`src/rtl/cpu_pkg.sv`:
```
// rtl/cpu_pkg.sv - shared CPU constants for the HI/LO divide sequencer
package cpu_pkg;

   localparam logic [1:0] DIVSEQ_IDLE = 2'd0;
   localparam logic [1:0] DIVSEQ_CALC = 2'd1;
   localparam logic [1:0] DIVSEQ_FIX  = 2'd2;

   localparam logic [31:0] DIV_ZERO_LO = 32'hFFFF_FFFF;

   typedef enum logic [1:0] {
      ST_IDLE = DIVSEQ_IDLE,
      ST_CALC = DIVSEQ_CALC,
      ST_FIX  = DIVSEQ_FIX
   } divseq_state_t;

endpackage

```
`src/rtl/div_hilo_seq_sign_fix.sv`:
```
// rtl/div_hilo_seq_sign_fix.sv - conditional two's-complement negate
// Used both to take operand magnitudes and to restore result signs.
module sign_fix #(
   parameter int WIDTH = 32
) (
   input  logic [WIDTH-1:0] i_val,
   input  logic             i_neg,
   output logic [WIDTH-1:0] o_val
);

   // Modulo 2^WIDTH: negating the most negative value yields itself.
   assign o_val = i_neg ? (~i_val + WIDTH'(1)) : i_val;

endmodule

```
`src/rtl/div_hilo_seq.sv`:
```
// rtl/div_hilo_seq.sv - DIV/DIVU sequencer around the unsigned divider core
// Owns HI/LO, feeds magnitudes to divu, sign-corrects and commits the result.
module div_hilo_seq
   import cpu_pkg::*;
#(
   parameter int DIV_LATENCY = 2,
   parameter int WIDTH       = 32
) (
   input  logic             clk,
   input  logic             reset,
   input  logic             start,
   input  logic             is_signed,
   input  logic [WIDTH-1:0] op_a,
   input  logic [WIDTH-1:0] op_b,
   input  logic             mthi,
   input  logic             mtlo,
   input  logic [WIDTH-1:0] wdata,
   output logic [WIDTH-1:0] hi,
   output logic [WIDTH-1:0] lo,
   output logic             busy,
   output logic             done,
   output logic             div_zero,
   output logic [WIDTH-1:0] div_dividend,
   output logic [WIDTH-1:0] div_divisor,
   output logic             div_ena,
   input  logic [WIDTH-1:0] div_q,
   input  logic [WIDTH-1:0] div_r
);

   divseq_state_t    r_state;
   logic [3:0]       r_cnt;
   logic             r_neg_q;
   logic             r_neg_r;
   logic             r_by_zero;
   logic [WIDTH-1:0] r_raw_a;
   logic [WIDTH-1:0] r_hi;
   logic [WIDTH-1:0] r_lo;
   logic             r_busy;
   logic             r_done;
   logic             r_div_zero;
   logic [WIDTH-1:0] r_dividend;
   logic [WIDTH-1:0] r_divisor;
   logic             r_ena;

   logic [WIDTH-1:0] w_abs_a;
   logic [WIDTH-1:0] w_abs_b;
   logic [WIDTH-1:0] w_q_fix;
   logic [WIDTH-1:0] w_r_fix;

   sign_fix #(.WIDTH(WIDTH)) u_abs_a (
      .i_val (op_a),
      .i_neg (is_signed & op_a[WIDTH-1]),
      .o_val (w_abs_a)
   );

   sign_fix #(.WIDTH(WIDTH)) u_abs_b (
      .i_val (op_b),
      .i_neg (is_signed & op_b[WIDTH-1]),
      .o_val (w_abs_b)
   );

   sign_fix #(.WIDTH(WIDTH)) u_fix_q (
      .i_val (div_q),
      .i_neg (r_neg_q),
      .o_val (w_q_fix)
   );

   sign_fix #(.WIDTH(WIDTH)) u_fix_r (
      .i_val (div_r),
      .i_neg (r_neg_r),
      .o_val (w_r_fix)
   );

   always_ff @(posedge clk) begin
      if (reset) begin
         r_state    <= ST_IDLE;
         r_cnt      <= 4'd0;
         r_neg_q    <= 1'b0;
         r_neg_r    <= 1'b0;
         r_by_zero  <= 1'b0;
         r_raw_a    <= '0;
         r_hi       <= '0;
         r_lo       <= '0;
         r_busy     <= 1'b0;
         r_done     <= 1'b0;
         r_div_zero <= 1'b0;
         r_dividend <= '0;
         r_divisor  <= '0;
         r_ena      <= 1'b0;
      end else begin
         r_done <= 1'b0;
         case (r_state)
            ST_IDLE: begin
               if (mthi) r_hi <= wdata;
               if (mtlo) r_lo <= wdata;
               // A same-cycle MTHI/MTLO lands first; the commit overwrites it later.
               if (start) begin
                  r_neg_q    <= is_signed & (op_a[WIDTH-1] ^ op_b[WIDTH-1]);
                  r_neg_r    <= is_signed & op_a[WIDTH-1];
                  r_by_zero  <= (op_b == '0);
                  r_raw_a    <= op_a;
                  r_dividend <= w_abs_a;
                  r_divisor  <= w_abs_b;
                  r_cnt      <= 4'(DIV_LATENCY - 1);
                  r_busy     <= 1'b1;
                  r_ena      <= 1'b1;
                  r_div_zero <= 1'b0;
                  r_state    <= ST_CALC;
               end
            end
            ST_CALC: begin
               if (r_cnt == 4'd0) r_state <= ST_FIX;
               else               r_cnt   <= r_cnt - 4'd1;
            end
            ST_FIX: begin
               // Divide by zero ignores the core and commits fixed values.
               if (r_by_zero) begin
                  r_lo       <= WIDTH'(DIV_ZERO_LO);
                  r_hi       <= r_raw_a;
                  r_div_zero <= 1'b1;
               end else begin
                  r_lo <= w_q_fix;
                  r_hi <= w_r_fix;
               end
               r_done  <= 1'b1;
               r_busy  <= 1'b0;
               r_ena   <= 1'b0;
               r_state <= ST_IDLE;
            end
            default: r_state <= ST_IDLE;
         endcase
      end
   end

   assign hi           = r_hi;
   assign lo           = r_lo;
   assign busy         = r_busy;
   assign done         = r_done;
   assign div_zero     = r_div_zero;
   assign div_dividend = r_dividend;
   assign div_divisor  = r_divisor;
   assign div_ena      = r_ena;

endmodule
```
`config.mk`:
```
export PLATFORM = sky130hd
export DESIGN_NAME = div_hilo_seq
export DESIGN_NICKNAME = d
export VERILOG_FILES = /design/src/rtl/cpu_pkg.sv /design/src/rtl/div_hilo_seq_sign_fix.sv /design/src/rtl/div_hilo_seq.sv
export SDC_FILE = /design/constraint.sdc
export NUM_CORES = 1
export LEC_CHECK = 0
export ABC_CLOCK_PERIOD_IN_PS = 4400
export CAP_MARGIN = 20
export CORE_AREA = 4 4 171 173
export DETAILED_ROUTE_END_ITERATION = 12
export DIE_AREA = 0 0 175 177
export PLACE_DENSITY = 0.61
export SYNTH_ARGS = -nofsm -noshare
export SYNTH_HDL_FRONTEND = slang
export SYNTH_SLANG_ARGS = --single-unit
export TNS_END_PERCENT = 100
```
`constraint.sdc`:
```
create_clock -name clk -period 4.4 [get_ports clk]
set_input_delay 0.88 -clock clk [delete_from_list [all_inputs] [get_ports clk]]
set_output_delay 0.88 -clock clk [all_outputs]
set_load 0.05 [all_outputs]
```
Word level (Yosys, flattened, before mapping)
Index checks and enable logic that the tools add are counted.
{"block": "totals", "out_inout_bits": 132, "regBits": 172, "elab_cells": 68, "in_bits": 166}
{"block": "classes", "muxes": 22, "n_bitwise": 8, "eq_ne": 8, "reduce_logical": 12, "add_sub_neg": 5}
{"operator": "32-bit two-way mux", "count": 8}
{"operator": "32-bit by 1-bit adder with 32-bit output, second input constant", "count": 4}
{"operator": "32-bit NOT", "count": 4}
{"operator": "32-bit one-hot mux with 2 select lines", "count": 2}
{"operator": "32-bit logical NOT", "count": 1}
{"operator": "2-bit != test, second input constant", "count": 6}
{"operator": "2-bit AND reduction", "count": 5}
{"operator": "4-bit two-way mux", "count": 2}
{"operator": "4-bit one-hot mux with 2 select lines", "count": 1}
{"operator": "3-bit AND reduction", "count": 2}
{"operator": "4-bit logical NOT", "count": 1}
{"operator": "1-bit two-way mux", "count": 4}
{"operator": "2-bit two-way mux", "count": 2}
{"operator": "1-bit one-hot mux with 2 select lines", "count": 2}
{"operator": "2-bit one-hot mux with 2 select lines", "count": 1}
{"operator": "2-bit nonzero test", "count": 2}
{"operator": "4-bit by 1-bit subtractor with 4-bit output, second input constant", "count": 1}
{"operator": "1-bit bitwise AND", "count": 3}
{"operator": "2-bit by 1-bit equality test with 1-bit output, second input constant", "count": 1}
{"operator": "2-bit equality test, second input constant", "count": 1}
{"operator": "2-bit logical NOT", "count": 1}
{"operator": "1-bit bitwise XOR", "count": 1}

Longest topological paths before layout
{"block": "logic_depth", "depth_word": 5, "mapped_depth": 8}

Modules after synthesis
From an unflattened synthesis, not the netlist that was laid out.
{"block": "unflattened", "hier_cells": 1252, "hier_area_um2": 9988.3}
{"module": "div_hilo_seq", "cells_per_inst": 850, "instances": 1, "area_per_inst_um2": 6912.9}
{"module": "sign_fix (u_abs_a ...)", "cells_per_inst": 99, "instances": 3, "area_per_inst_um2": 777.0}
{"module": "sign_fix (u_fix_r)", "cells_per_inst": 105, "instances": 1, "area_per_inst_um2": 744.5}

Least setup slack after synthesis
OpenSTA, ideal clock, no wires.
{"block": "synth_path", "kind": "input port to flip-flop", "from": "input div_r[0]", "to": "register r_hi[28], in the netlist hi[28]", "t_required_ns": 4.285, "setup_slack_ns": 1.387, "arrival_ns": 2.898, "cell_stages": 8, "path_cell_list": "inv_1 -> ha_1 -> or3b_2 -> clkbuf_1 -> nor4_1 -> nand4_1 -> mux2i_1 -> a2111oi_0"}
{"block": "synth_between", "elab_chain_cells": 5}
{"element": "from (decl)", "line": "div_hilo_seq.sv:27", "source": "input logic [WIDTH-1:0] div_r"}
{"element": "32-bit NOT", "line": "div_hilo_seq_sign_fix.sv:12", "source": "assign o_val = i_neg ? (~i_val + WIDTH'(1)) : i_val;"}
{"element": "32-bit by 1-bit adder with 32-bit output", "line": "div_hilo_seq_sign_fix.sv:12"}
{"element": "32-bit two-way mux", "line": "div_hilo_seq_sign_fix.sv:12"}
{"element": "32-bit two-way mux", "line": "div_hilo_seq.sv:117", "source": "if (r_by_zero) begin"}
{"element": "32-bit one-hot mux with 2 select lines", "line": "div_hilo_seq.sv:92", "source": "case (r_state)"}
{"element": "to (signal assigned)", "line": "div_hilo_seq.sv:94", "source": "if (mthi) r_hi <= wdata;"}
{"element": "to (signal assigned)", "line": "div_hilo_seq.sv:119", "source": "r_hi <= r_raw_a;"}
{"element": "to (signal assigned)", "line": "div_hilo_seq.sv:123", "source": "r_hi <= w_r_fix;"}
{"element": "to (decl)", "line": "div_hilo_seq.sv:36", "source": "logic [WIDTH-1:0] r_hi;"}
Every way passes these cells.
A chain may end at the register's enable or synchronous reset.

Final worst setup path
{"block": "layout_path", "from": "input op_b[6]", "to": "register r_divisor[30], in the netlist div_divisor[30]"}
{"block": "layout_between", "elab_chain_cells": 3}
{"element": "from (decl)", "line": "div_hilo_seq.sv:14", "source": "input logic [WIDTH-1:0] op_b,"}
{"element": "32-bit NOT", "line": "div_hilo_seq_sign_fix.sv:12"}
{"element": "32-bit by 1-bit adder with 32-bit output", "line": "div_hilo_seq_sign_fix.sv:12"}
{"element": "32-bit two-way mux", "line": "div_hilo_seq_sign_fix.sv:12"}
{"element": "to (signal assigned)", "line": "div_hilo_seq.sv:103", "source": "r_divisor <= w_abs_b;"}
{"element": "to (decl)", "line": "div_hilo_seq.sv:42", "source": "logic [WIDTH-1:0] r_divisor;"}
Every way passes these cells.

==> flow_metrics.tcl <==
set metrics [dict create \
    cpPeakStageDelay_ns 0.63 \
    final_nets 1695 \
    hpwl_mm 29.3 \
    fin_hold_ws_ns 0.451 \
    io_pins 298 \
    vias_per_cell 5.69 \
    die-width_um 175 \
    start_util_pct 35.9 \
    setup-tns-final_ns 0 \
    gr-total-overflow 0 \
    final_cell_mix "296 x clkdlybuf4s50_1, 170 x dfxtp_1, 138 x nand2_1" \
    timing.rr.end "r_raw_a[9]" \
    synth_nets 1462 \
    grt_max_degree 140 \
    fp.dieArea_um2 31000 \
    crit_type "input port to flip-flop" \
    ant_nets 0 \
    grt_use_total_pct 24.2 \
    rsz0062_at_grt "no" \
    status "finished clean" \
    cp-startpoint "op_b[6]" \
    worst_slew_pin_slew_ns 0.980 \
    first_iter_violations 876 \
    grt_pass1_vias 10200 \
    synth-edff-count 0 \
    antenna_found_initial 0 \
    drv_cap 0 \
    syn_to_final_growth_pct 39.4 \
    hold_buffers 0 \
    reg2reg_from "r_state[0]" \
    routabilityCongestion 0.919 \
    clock_sinks 171 \
    clk_latency_ns 0.44 \
    layout_commonest_cell "clkdlybuf4s50_1" \
    path_delay_family "simple AND/OR/NAND/NOR gates" \
    leakage_nw 4.68 \
    cp-end-kind "flip-flop" \
    rows 61 \
    synth_area_um2 9910 \
    power.density_nw_per_um2 375 \
    skew_ns 0.0174 \
    reg2reg_setup_slack_ns 1.78 \
    syn_inst 1290 \
    crit_path_cell_trace "clkdlybuf4s50_1 -> nor3_1 -> nand4_1 -> nor3_1 -> nor4_1 -> a311o_1" \
    drv_slew 0 \
    slew_headroom_pct 34.7 \
    drt_wl_total_mm 39.4 \
    grt_pass1_wl_mm 59.4 \
    clockBufferDepth 2 \
    ir_drop_uv 221 \
    worst_path_most_repeated_cell "nor3_1" \
    cts_tree "yes" \
    required_ns 4.72 \
    wl_per_cell_um 20.6 \
    firstDrtPassIters 6 \
    synth_cell_types 66 \
    setup_viol 0 \
    ys_seq_area_share_pct 34.5 \
    cp_slowest_cell "nor3_1" \
    crit_buf_inv 1 \
    drive_gt1_share_pct 4.88 \
    synth_seq_cells 171 \
    core_area_um2 27600 \
    fillCellCount 2769 \
    ys_async_sr_fraction_pct 0 \
    cts_resized 0 \
    ys_warn_count 0 \
    cts_buffers 17 \
    crit_end "div_divisor[30]" \
    clock.fmax_ghz 0.314 \
    syn_avg_cell_area_um2 7.69 \
    synthFlopType "dfxtp_1" \
    antennaDiodeCount 0 \
    hold_viol_final 0 \
    htree_levels 4 \
    r2r_cells 5 \
    clk_pin_slew_ns 0.07 \
    start_kind "input port" \
    min_path_cells 2 \
    die_h_um 177 \
    worstPathMaxFanout 10 \
    cts_root_buffer "clkbuf_16" \
    post-cts-setup-buffers 0 \
    portBuffers 297 \
    period_minus_slack_ns 3.18 \
    drcViolationCount 0 \
    cp_num_cells 6 \
    hp-class "flip-flop to flip-flop" \
    vias 10900 \
    worst_ep_arrival_time_ns 3.50 \
    min_period_over_period_pct 72.3 \
]
Yosys cell counts (5+ instances only):
library cell | number | area share, %
a311oi_1 | 17 | 1.5
nand4_1 | 8 | 0.50
nor4_1 | 22 | 1.4
o22ai_1 | 36 | 2.3
o22a_1 | 5 | 0.44
o31ai_1 | 27 | 2.0
nand3_1 | 18 | 0.91
and3_1 | 15 | 0.95
a211o_1 | 7 | 0.62
ha_1 | 6 | 0.76
nor2b_1 | 8 | 0.50
nor3b_1 | 9 | 0.68
nand2_1 | 139 | 5.3
or3_1 | 18 | 1.1
nand2b_1 | 19 | 1.2
buf_1 | 10 | 0.38
nor2_1 | 130 | 4.9
xor2_1 | 52 | 4.6
or4_1 | 21 | 1.6
or2_2 | 8 | 0.50
a221oi_1 | 5 | 0.44
a22oi_1 | 7 | 0.53
inv_1 | 32 | 1.2
dfxtp_1 | 171 | 35
a31oi_1 | 15 | 0.95
a211oi_1 | 64 | 4.8
xnor2_1 | 31 | 2.7
clkbuf_1 | 87 | 3.3
mux2i_1 | 18 | 1.8
a21oi_1 | 109 | 5.5
o21ai_0 | 53 | 2.7
nor3_1 | 37 | 1.9
o211ai_1 | 11 | 0.83
o41ai_1 | 17 | 1.5
where the power goes:
| part | switching, W | internal (W) |
|---|---|---|
| clock | 0.000737 | 0.000977 |
| sequential | 0.000106 | 0.00171 |
| combinational | 0.00106 | 0.000600 |
stage by stage:
step	total power [W]	util, %	instances	setup WS (ns)	instance area, µm²
final	0.00518	50.0	1914	1.22	13800
after global routing	0.00541	50.0	1914	1.05	13800
after CTS	0.00522	49.9	1913	1.26	13800
after detailed placement	0.00350	47.6	1881	0.849	13100
after global placement	0.00349	47.6	1881	0.892	13100
after floorplan	0.00282	-	1290	1.39	9910
worst min-delay path, cell delays in order, from the launching register on:
cell and delay, ns:
dfxtp_1 0.31, nand2_1 0.05, a21oi_1 0.05
state kept, by name, summed over array words and instances, names as in the netlist:
signal	cells
done	1
div_dividend	31
r_raw_a	32
r_state	2
div_zero	1
r_by_zero	1
hi	32
r_cnt	4
lo	32
r_neg_r	1
r_neg_q	1
div_ena	1
div_divisor	32
per-layer routing:
metal,wire length [µm],part of all wire (%),global-route usage [%],vias up
li1,-,-,-,5221
met1,17300,44,32.5,5150
met2,17400,44,37.5,473
met3,3730,9.5,7.48,56
met4,1080,2.7,7.66,0
met5,0,0,0,-
cell type report:
cell class	instances	area [µm²]	share of cell area, %
tap	378	473	3.42
inverter	32	120	0.869
sequential	171	3420	24.8
timing repair buffer	316	3160	22.8
clock inverter	15	225	1.63
multi-input combinational	985	6000	43.4
clock buffer	17	425	3.08
how the worst min path moves through the flow:
stage               slack [ns]        start     endpoint
floorplan                 0.43   r_raw_a[5]   r_raw_a[5]
detailed placement        0.44   r_raw_a[7]   r_raw_a[7]
finish                    0.45   r_raw_a[7]   r_raw_a[7]
global route              0.47  r_raw_a[14]  r_raw_a[14]
CTS                       0.45   r_raw_a[7]   r_raw_a[7]
global placement          0.44   r_raw_a[7]   r_raw_a[7]
cells by family (layout without fill, tap and decap cells):
kind of cell	after synthesis	after routing	share of synthesized area [%]
flip-flops	171	171	34.5
multiplexers	18	18	1.82
buffers and inverters	134	380	5.19
XOR/XNOR	83	83	7.33
AO/OA/AOI/OAI	406	406	27.2
AND/OR/NAND/NOR	472	472	23.2
adder cells (fa/ha/maj)	6	6	0.757
Note: power is estimated with default switching activity, not from simulation.
